## src/rtl/step_gen_if.sv

```systemverilog
// Command and status bundle for the step generator: command handshake
// plus the step/dir outputs and status flags.
interface step_gen_if #(
  parameter int CNT_W  = 32,
  parameter int STEP_W = 31
);
  logic              cmd_valid;
  logic              cmd_ready;
  logic [CNT_W-1:0]  cmd_period;
  logic [STEP_W-1:0] cmd_steps;
  logic              cmd_dir;
  logic              abort;
  logic              step;
  logic              dir;
  logic              busy;
  logic              done;
  logic [STEP_W-1:0] steps_left;

  modport master (
    output cmd_valid, cmd_period, cmd_steps, cmd_dir, abort,
    input  cmd_ready, step, dir, busy, done, steps_left
  );

  modport slave (
    input  cmd_valid, cmd_period, cmd_steps, cmd_dir, abort,
    output cmd_ready, step, dir, busy, done, steps_left
  );
endinterface

```

## src/rtl/step_gen.sv

```systemverilog
// Step/direction pulse generator with one pending command slot, direction
// setup delay, back-to-back chaining and synchronous abort.
module step_gen #(
  parameter int CNT_W     = 32,
  parameter int STEP_W    = 31,
  parameter int DIR_SETUP = 4
) (
  input logic       clk,
  input logic       reset,
  step_gen_if.slave bus
);

  localparam int SETUP_W = (DIR_SETUP > 1) ? $clog2(DIR_SETUP) : 1;
  localparam logic [CNT_W-1:0] PE_MIN = CNT_W'(2);

  typedef enum logic [1:0] {S_IDLE, S_SETUP, S_RUN} state_t;

  state_t              r_state;
  logic [CNT_W-1:0]    r_ph;
  logic [CNT_W-1:0]    r_pe;
  logic [SETUP_W-1:0]  r_setup_cnt;
  logic [STEP_W-1:0]   r_steps_left;
  logic                r_dir;
  logic                r_step;
  logic                r_done;
  logic                r_pend_valid;
  logic [CNT_W-1:0]    r_pend_pe;
  logic [STEP_W-1:0]   r_pend_steps;
  logic                r_pend_dir;

  state_t              w_state_nxt;
  logic [CNT_W-1:0]    w_ph_nxt;
  logic [CNT_W-1:0]    w_pe_nxt;
  logic [SETUP_W-1:0]  w_setup_nxt;
  logic [STEP_W-1:0]   w_steps_nxt;
  logic                w_dir_nxt;
  logic                w_step_nxt;
  logic                w_done_nxt;
  logic                w_pend_valid_nxt;
  logic                w_load;
  logic                w_xfer;

  assign w_xfer         = bus.cmd_valid && !r_pend_valid && !bus.abort;
  assign bus.cmd_ready  = ~r_pend_valid;
  assign bus.step       = r_step;
  assign bus.dir        = r_dir;
  assign bus.done       = r_done;
  assign bus.steps_left = r_steps_left;
  assign bus.busy       = (r_state != S_IDLE) || r_pend_valid;

  // NOTE: every combinational output gets a default first so no path leaves it unassigned (no latch).
  always_comb begin
    w_state_nxt      = r_state;
    w_ph_nxt         = r_ph;
    w_pe_nxt         = r_pe;
    w_setup_nxt      = r_setup_cnt;
    w_steps_nxt      = r_steps_left;
    w_dir_nxt        = r_dir;
    w_pend_valid_nxt = r_pend_valid;
    w_done_nxt       = 1'b0;
    w_load           = 1'b0;

    unique case (r_state)
      S_IDLE:  w_load = r_pend_valid;
      S_SETUP: begin
        if (r_setup_cnt == '0) begin
          w_state_nxt = S_RUN;
          w_ph_nxt    = '0;
        end else begin
          w_setup_nxt = r_setup_cnt - SETUP_W'(1);
        end
      end
      S_RUN: begin
        if (r_ph == r_pe - CNT_W'(1)) begin
          w_ph_nxt    = '0;
          w_steps_nxt = r_steps_left - STEP_W'(1);
          if (r_steps_left == STEP_W'(1)) begin
            w_done_nxt  = 1'b1;
            w_state_nxt = S_IDLE;
            w_load      = r_pend_valid;
          end
        end else begin
          w_ph_nxt = r_ph + CNT_W'(1);
        end
      end
      default: w_state_nxt = S_IDLE;
    endcase

    // Loading a zero-step command completes it on the spot without touching dir.
    if (w_load) begin
      w_pend_valid_nxt = 1'b0;
      w_pe_nxt         = r_pend_pe;
      w_ph_nxt         = '0;
      if (r_pend_steps == '0) begin
        w_state_nxt = S_IDLE;
        w_steps_nxt = '0;
        w_done_nxt  = 1'b1;
      end else begin
        w_steps_nxt = r_pend_steps;
        if (r_pend_dir == r_dir) begin
          w_state_nxt = S_RUN;
        end else begin
          w_state_nxt = S_SETUP;
          w_dir_nxt   = r_pend_dir;
          w_setup_nxt = SETUP_W'(DIR_SETUP - 1);
        end
      end
    end

    if (w_xfer) w_pend_valid_nxt = 1'b1;

    if (bus.abort) begin
      w_state_nxt      = S_IDLE;
      w_ph_nxt         = '0;
      w_setup_nxt      = '0;
      w_steps_nxt      = '0;
      w_dir_nxt        = r_dir;
      w_pend_valid_nxt = 1'b0;
      w_done_nxt       = 1'b0;
    end

    w_step_nxt = (w_state_nxt == S_RUN) && (w_ph_nxt < (w_pe_nxt >> 1));
  end

  // NOTE: sequential state uses non-blocking assignments so all registers update from pre-edge values.
  always_ff @(posedge clk or posedge reset) begin
    if (reset) begin
      r_state      <= S_IDLE;
      r_ph         <= '0;
      r_pe         <= PE_MIN;
      r_setup_cnt  <= '0;
      r_steps_left <= '0;
      r_dir        <= 1'b0;
      r_step       <= 1'b0;
      r_done       <= 1'b0;
      r_pend_valid <= 1'b0;
      r_pend_pe    <= PE_MIN;
      r_pend_steps <= '0;
      r_pend_dir   <= 1'b0;
    end else begin
      r_state      <= w_state_nxt;
      r_ph         <= w_ph_nxt;
      r_pe         <= w_pe_nxt;
      r_setup_cnt  <= w_setup_nxt;
      r_steps_left <= w_steps_nxt;
      r_dir        <= w_dir_nxt;
      r_step       <= w_step_nxt;
      r_done       <= w_done_nxt;
      r_pend_valid <= w_pend_valid_nxt;
      if (w_xfer) begin
        r_pend_pe    <= (bus.cmd_period < PE_MIN) ? PE_MIN : bus.cmd_period;
        r_pend_steps <= bus.cmd_steps;
        r_pend_dir   <= bus.cmd_dir;
      end
    end
  end

endmodule

```

## src/flat_wrapper.sv

```systemverilog
// flat-port wrapper written by rule: the top's interface ports become plain ports
module step_gen_flat 
#(
  parameter int CNT_W     = 32,
  parameter int STEP_W    = 31,
  parameter int DIR_SETUP = 4
)
  (clk, reset, bus_cmd_valid, bus_cmd_period, bus_cmd_steps, bus_cmd_dir, bus_abort, bus_cmd_ready, bus_step, bus_dir, bus_busy, bus_done, bus_steps_left);
  step_gen_if #(.CNT_W(CNT_W), .STEP_W(STEP_W)) bus_i ();
  input logic clk;
  input logic reset;
  input wire logic [$bits(bus_i.cmd_valid)-1:0] bus_cmd_valid;
  input wire logic [$bits(bus_i.cmd_period)-1:0] bus_cmd_period;
  input wire logic [$bits(bus_i.cmd_steps)-1:0] bus_cmd_steps;
  input wire logic [$bits(bus_i.cmd_dir)-1:0] bus_cmd_dir;
  input wire logic [$bits(bus_i.abort)-1:0] bus_abort;
  output wire logic [$bits(bus_i.cmd_ready)-1:0] bus_cmd_ready;
  output wire logic [$bits(bus_i.step)-1:0] bus_step;
  output wire logic [$bits(bus_i.dir)-1:0] bus_dir;
  output wire logic [$bits(bus_i.busy)-1:0] bus_busy;
  output wire logic [$bits(bus_i.done)-1:0] bus_done;
  output wire logic [$bits(bus_i.steps_left)-1:0] bus_steps_left;
  assign bus_i.cmd_valid = bus_cmd_valid;
  assign bus_i.cmd_period = bus_cmd_period;
  assign bus_i.cmd_steps = bus_cmd_steps;
  assign bus_i.cmd_dir = bus_cmd_dir;
  assign bus_i.abort = bus_abort;
  assign bus_cmd_ready = bus_i.cmd_ready;
  assign bus_step = bus_i.step;
  assign bus_dir = bus_i.dir;
  assign bus_busy = bus_i.busy;
  assign bus_done = bus_i.done;
  assign bus_steps_left = bus_i.steps_left;
  step_gen #(.CNT_W(CNT_W), .STEP_W(STEP_W), .DIR_SETUP(DIR_SETUP)) u_core (.clk(clk), .reset(reset), .bus(bus_i));
endmodule
```

## config.mk

```make
export PLATFORM = sky130hd
export DESIGN_NAME = step_gen_flat
export DESIGN_NICKNAME = d
export VERILOG_FILES = /design/src/rtl/step_gen_if.sv /design/src/rtl/step_gen.sv /design/src/flat_wrapper.sv
export SDC_FILE = /design/constraint.sdc
export NUM_CORES = 1
export LEC_CHECK = 0
export CORE_MARGIN = 8
export CORE_UTILIZATION = 45
export DETAILED_ROUTE_END_ITERATION = 12
export PLACE_DENSITY = 0.68
export SLEW_MARGIN = 20
export SYNTH_ARGS = -nofsm -noshare
export SYNTH_HDL_FRONTEND = slang
export SYNTH_SLANG_ARGS = --single-unit
```

## constraint.sdc

```tcl
create_clock -name clk -period 12 [get_ports clk]
set_clock_uncertainty 0.05 [all_clocks]
set_input_delay 2.4 -clock clk [delete_from_list [all_inputs] [get_ports clk]]
set_output_delay 2.4 -clock clk [all_outputs]
set_load 0.02 [all_outputs]
```

Word-level counts from Yosys, hierarchy flattened

Index checks and enable logic that the tools add are counted.

Bitwise logic cells: 4
$add $sub $neg: 4
Reductions and logical operators: 15
Eq/ne operators: 6
Multiplexer cells: 38
$lt $le $gt $ge: 2

Operator list:

| kind                    | number |
|---|---|
| $mux W32                | 6 |
| $mux W31                | 5 |
| $pmux W32 S2            | 1 |
| $add A32 B1 Y32 const B | 1 |
| $eq A32 B32 Y1          | 1 |
| $lt A32 B2 Y1 const B   | 1 |
| $lt A32 B31 Y1          | 1 |
| $sub A32 B1 Y32 const B | 1 |
| $eq A31 B1 Y1 const B   | 1 |
| $logic_not A31 Y1       | 1 |
| $sub A31 B1 Y31 const B | 1 |
| $mux W2                 | 13 |
| $mux W1                 | 11 |
| $reduce_bool A3 Y1      | 3 |
| $pmux W2 S3             | 1 |
| $eq A2 B2 Y1 const B    | 2 |
| $logic_not A2 Y1        | 2 |
| $not A1 Y1              | 4 |
| $reduce_and A4 Y1       | 1 |
| $logic_and A1 B1 Y1     | 3 |
| $eq A2 B1 Y1 const B    | 1 |
| $logic_not A1 Y1        | 2 |
| $pmux W1 S2             | 1 |
| $reduce_and A2 Y1       | 1 |
| other kinds (4)         | 4 |

Bits in registers: 167
Logic and storage cells: 82
Bits of input ports: 68
Output and inout port bits: 36

Logic depth before layout (Yosys ltp)

Depth after elaboration: 8
Gate-level depth with buffers: 27
Mapped depth without buffers: 24

Least setup slack after synthesis

No wires, ideal clock.

Path type: register to register
Start point: register u_core.r_pe[0]
End point: register u_core.r_step (netlist: u_core.bus.step)
Arrival time: 5.286 ns
Path slack: 6.553 ns
Stages on the path, launching flop included: 28
Data required time: 11.839 ns
Path buffers: 3
Cell sequence: dfrtp_1 inv_1 ha_1 or3b_1 clkbuf_1 or4_1 nor4_1 o21ai_0 a2111o_1 or2_0 o31ai_1 buf_2 clkbuf_1 nor2_1 o21ai_0 a21oi_1 ha_1 a21o_1 a21oi_1 nor2b_1 o21ai_0 nand2b_1 a21oi_1 nor2b_1 o21ai_0 nand2b_1 a211o_1 a2111oi_2

Longest elaborated chain between the ends: 8
Elaborated cells between the ends (all ways): 16

RTL lines:

| what                                        | line            | RTL |
|---|---|---|
| start: declaration                          | step_gen.sv:20  | `logic [CNT_W-1:0] r_pe;` |
| start signal: assignment                    | step_gen.sv:143 | `r_pe <= w_pe_nxt;` |
| $sub A32 B1 Y32 (*)                         | step_gen.sv:74  | `if (r_ph == r_pe - CNT_W'(1)) begin` |
| $eq A32 B32 Y1 (*)                          | step_gen.sv:74  |  |
| $mux W32 or $mux W1 (tied branches)         | step_gen.sv:74  |  |
| $pmux W32 S2 or $pmux W1 S2 (tied branches) | step_gen.sv:63  | `unique case (r_state)` |
| $mux W32 (*)                                | step_gen.sv:90  | `if (w_load) begin` |
| $mux W32 (*)                                | step_gen.sv:112 | `if (bus.abort) begin` |
| named net u_core.w_ph_nxt[17]               | step_gen.sv:32  | `logic [CNT_W-1:0] w_ph_nxt;` |
| $lt A32 B31 Y1 (*)                          | step_gen.sv:122 | `w_step_nxt = (w_state_nxt == S_RUN) && (w_ph_nxt < (w_pe_nxt >> 1));` |
| $logic_and A1 B1 Y1 (*)                     | step_gen.sv:122 |  |
| named net u_core.w_step_nxt                 | step_gen.sv:37  | `logic w_step_nxt;` |
| end signal: assignment                      | step_gen.sv:147 | `r_step <= w_step_nxt;` |
| end: declaration                            | step_gen.sv:24  | `logic r_step;` |

The timed path passes the listed nets; every way through them passes the cells marked *.
A chain may end at the register's enable or synchronous reset.

Worst setup path in the final report

Same ends and word-level chain as after synthesis.

==> results.ini <==
[clock_network]
cts_repair_resize_count = 0
htree_num_levels = 4
clkTransAtPathRegs_ns = 0.07
cts_buffer_depth = 2
clkLatencyLatePin_ns = 0.44
cts_tree = built
ctsHoldBuffers = 0
post_cts_buffers = 0
cts_root_buffer = clkbuf_16
cts_inserted_buffers = 17
cts_sinks = 167

[place]
place_area_um2 = 11500
gp_congestion = 0.942
io_buffers = 103
dpl.hpwl_um = 21000

[synth]
ys_warn_count = 0
synth_edf_count = 0
yosys.area_share.adder_pct = 4.64
async_flop_share_pct = 100
synth_common_cells = dfrtp_1 (165), a21oi_1 (85), nand2_1 (79)
synth_top_family_by_area = simple AND/OR/NAND/NOR gates
synth-simple-area-share_pct = 20.9
synth_compound_area_share_pct = 15.4
netlist_area_um2 = 10300
postSynthAreaPerCell_um2 = 9.43
synth-xor-area-share_pct = 3.76
synthMuxAreaShare_pct = 10.3
ys.flop_type = dfrtp_1
synth.distinct_cells = 77
ys_seq_area_share_pct = 40.8
yosys-top-cells-area = dfrtp_1 (40%), mux2_2 (7.2%), ha_1 (4.6%), a21oi_1 (4.1%), mux2i_1 (3.0%)
syn_nets = 1193
yosysMostFrequentCell = dfrtp_1
syn_inst = 1087
yosysTopAreaCellShare_pct = 40.3
ys_ff_latch = 167
synth_top_area_cell = dfrtp_1

[drt]
via_per_inst = 6.00
postRouteAntennaNets = 0
remaining_drc_errors = 0
avgRoutedWirePerCell_um = 19.7
firstDrtPassIters = 5
drtIter0Drc = 664
dr_total_vias = 8782
drt_wl_total_um = 28900

[finish]
antenna_cells_inserted = 0
fillCellCount = 1998
multi_input_area_um2 = 5680
finish.instance_area_um2 = 12100
fin_util_pct = 53.7
regArea_um2 = 4180
drive_gt1_share_pct = 11.6
layout-area-overhead-vs-synth_pct = 17.9
nets = 1272

[hold_path]
hp-class = reg2reg

[power_and_ir_drop]
clock_power_share_pct = 22.2
switching_share_pct = 42.0
intPower_w = 0.00140
power_leakage_nw = 5.12
p_sw_w = 0.00102
power.density_nw_per_um2 = 200
power_frac_comb_pct = 40.0
ir_drop_mv = 0.119
seqPwrFrac_pct = 37.8

[floorplanning]
die_y_um = 167
num_io_pins = 104
fp-row-count = 55
core_um2 = 22500
die_w_um = 167
design.die.area_um2 = 27900
initial_utilization_pct = 45.6

[setup_path]
arrival_ns = 6.99
required_ns = 12.27
cp_max_fo = 38
path_class = reg2reg
rrSetupSlack_ns = 5.28
start_kind = flip-flop
endpoint_kind = flip-flop

[timing]
setup_viol = 0
fin_crit_ns = 6.72
fmax_mhz = 149
rsz0062_at_grt = no
setup_tns_ns = 0
relSlewSlack_pct = 36.6
worstMarginPinSlew_ns = 0.951
post-route-period-util_pct = 56.0
drv_slew = 0
hold_viol = 0

[status]
status = complete, no violations

[global_routing]
grt_max_degree = 105
grt_pass1_wl_um = 47500
grt_pass1_vias = 8991
grt.total_usage_pct = 20.7
gr-total-overflow = 0
antenna_found_initial = 0

[flow_run]
cap_violations = 0

cell families (layout without fill, tap and decap cells):
group                      count (synthesis)  in the layout
DFF                                      167            167
xor gates and xnor gates                  44             44
buffers and inverters                    106            198
muxes                                     97             97
adders and majority gates                 38             38
AOI/OAI and AO/OA                        243            243
and+or+nand+nor                          392            392
registers in the layout, indices dropped and copies added (netlist names):
| register | cells |
|---|---|
| u_core.bus.dir | 1 |
| u_core.bus.done | 1 |
| u_core.bus.step | 1 |
| u_core.bus.steps_left | 31 |
| u_core.r_pe | 32 |
| u_core.r_pend_dir | 1 |
| u_core.r_pend_pe | 32 |
| u_core.r_pend_steps | 31 |
| u_core.r_pend_valid | 1 |
| u_core.r_ph | 32 |
| u_core.r_setup_cnt | 2 |
| u_core.r_state | 2 |
worst paths after layout:
path | start | endpoint | cells after the start
min in group asynchronous | reset | u_core.r_pend_steps[4] | 2
max | u_core.r_pe[0] | u_core.bus.step | 25
max in group asynchronous | reset | u_core.r_ph[20] | 3
min reg2reg | u_core.r_pend_pe[28] | u_core.r_pend_pe[28] | 1
max reg2reg | u_core.r_pe[0] | u_core.bus.step | 25
min | u_core.r_pend_pe[28] | u_core.r_pend_pe[28] | 1
routing by layer:
metal / global-route usage, % / part of all wire (%) / vias to the layer above
met5: 0 / 0 / -
li1: - / - / 4154
met2: 33.5 / 47 / 292
met3: 5.56 / 7.1 / 38
met4: 6.70 / 2.3 / 0
met1: 26.6 / 44 / 4298
final cells by class:
cell class / count / share of cell area, %
multi-input cells: 814 / 47.0
flip-flops and latches: 167 / 34.6
clock inverters: 15 / 1.12
repair buffers: 112 / 9.09
well taps: 285 / 2.95
inverters: 54 / 1.72
clock buffers: 17 / 3.52
critical path, stage by stage (launching register included):
cell and delay (ns):
dfrtp_1 0.46, inv_1 0.09, ha_1 0.19, or3b_1 0.49, or4_1 0.52, nor3_1 0.40, nand2_1 0.20, o2bb2ai_1 0.22
nor4_1 0.58, a41oi_4 0.17, buf_4 0.36, nand2b_2 0.49, buf_4 0.42, a21oi_1 0.12, ha_1 0.30, a21o_1 0.18
a21oi_1 0.14, nor2b_1 0.05, o21ai_0 0.14, nand2b_1 0.07, a21oi_1 0.15, nor2b_1 0.05, o21ai_0 0.14, nand2b_1 0.09
a211o_1 0.30, a2111oi_2 0.22
placed cells by master (no fill, tap or decap), types with 19 or more instances in the layout:
master,n
nor4_1,32
dfrtp_1,165
mux2_2,66
mux2i_1,31
o21ai_0,57
ha_1,38
nor2_1,69
a21oi_1,85
xor2_1,19
inv_1,53
nor3_1,35
nand2_1,79
clkdlybuf4s50_1,103
xnor2_1,25
or3_1,22
nand3_1,34
power by group through the flow:
stage	sequential [W]	clock [W]	combinational [W]
detailed placement	0.000918	0	0.000957
global placement	0.000914	0	0.000946
floorplan	0.000880	0	0.000664
CTS	0.000911	0.000545	0.000967
global route	0.000937	0.000566	0.00107
finish	0.000914	0.000537	0.000969
per-stage QoR:
stage               setup slack (ns)  total power [W]  hold slack [ns]  cells
floorplan                       5.03          0.00154            0.424   1087
global placement                5.59          0.00186            0.445   1432
detailed placement              5.33          0.00188            0.446   1432
CTS                             5.32          0.00242            0.461   1464
global route                    4.80          0.00257            0.466   1464
finish                          5.28          0.00242            0.457   1464
Note: power is estimated with default switching activity, not from simulation.
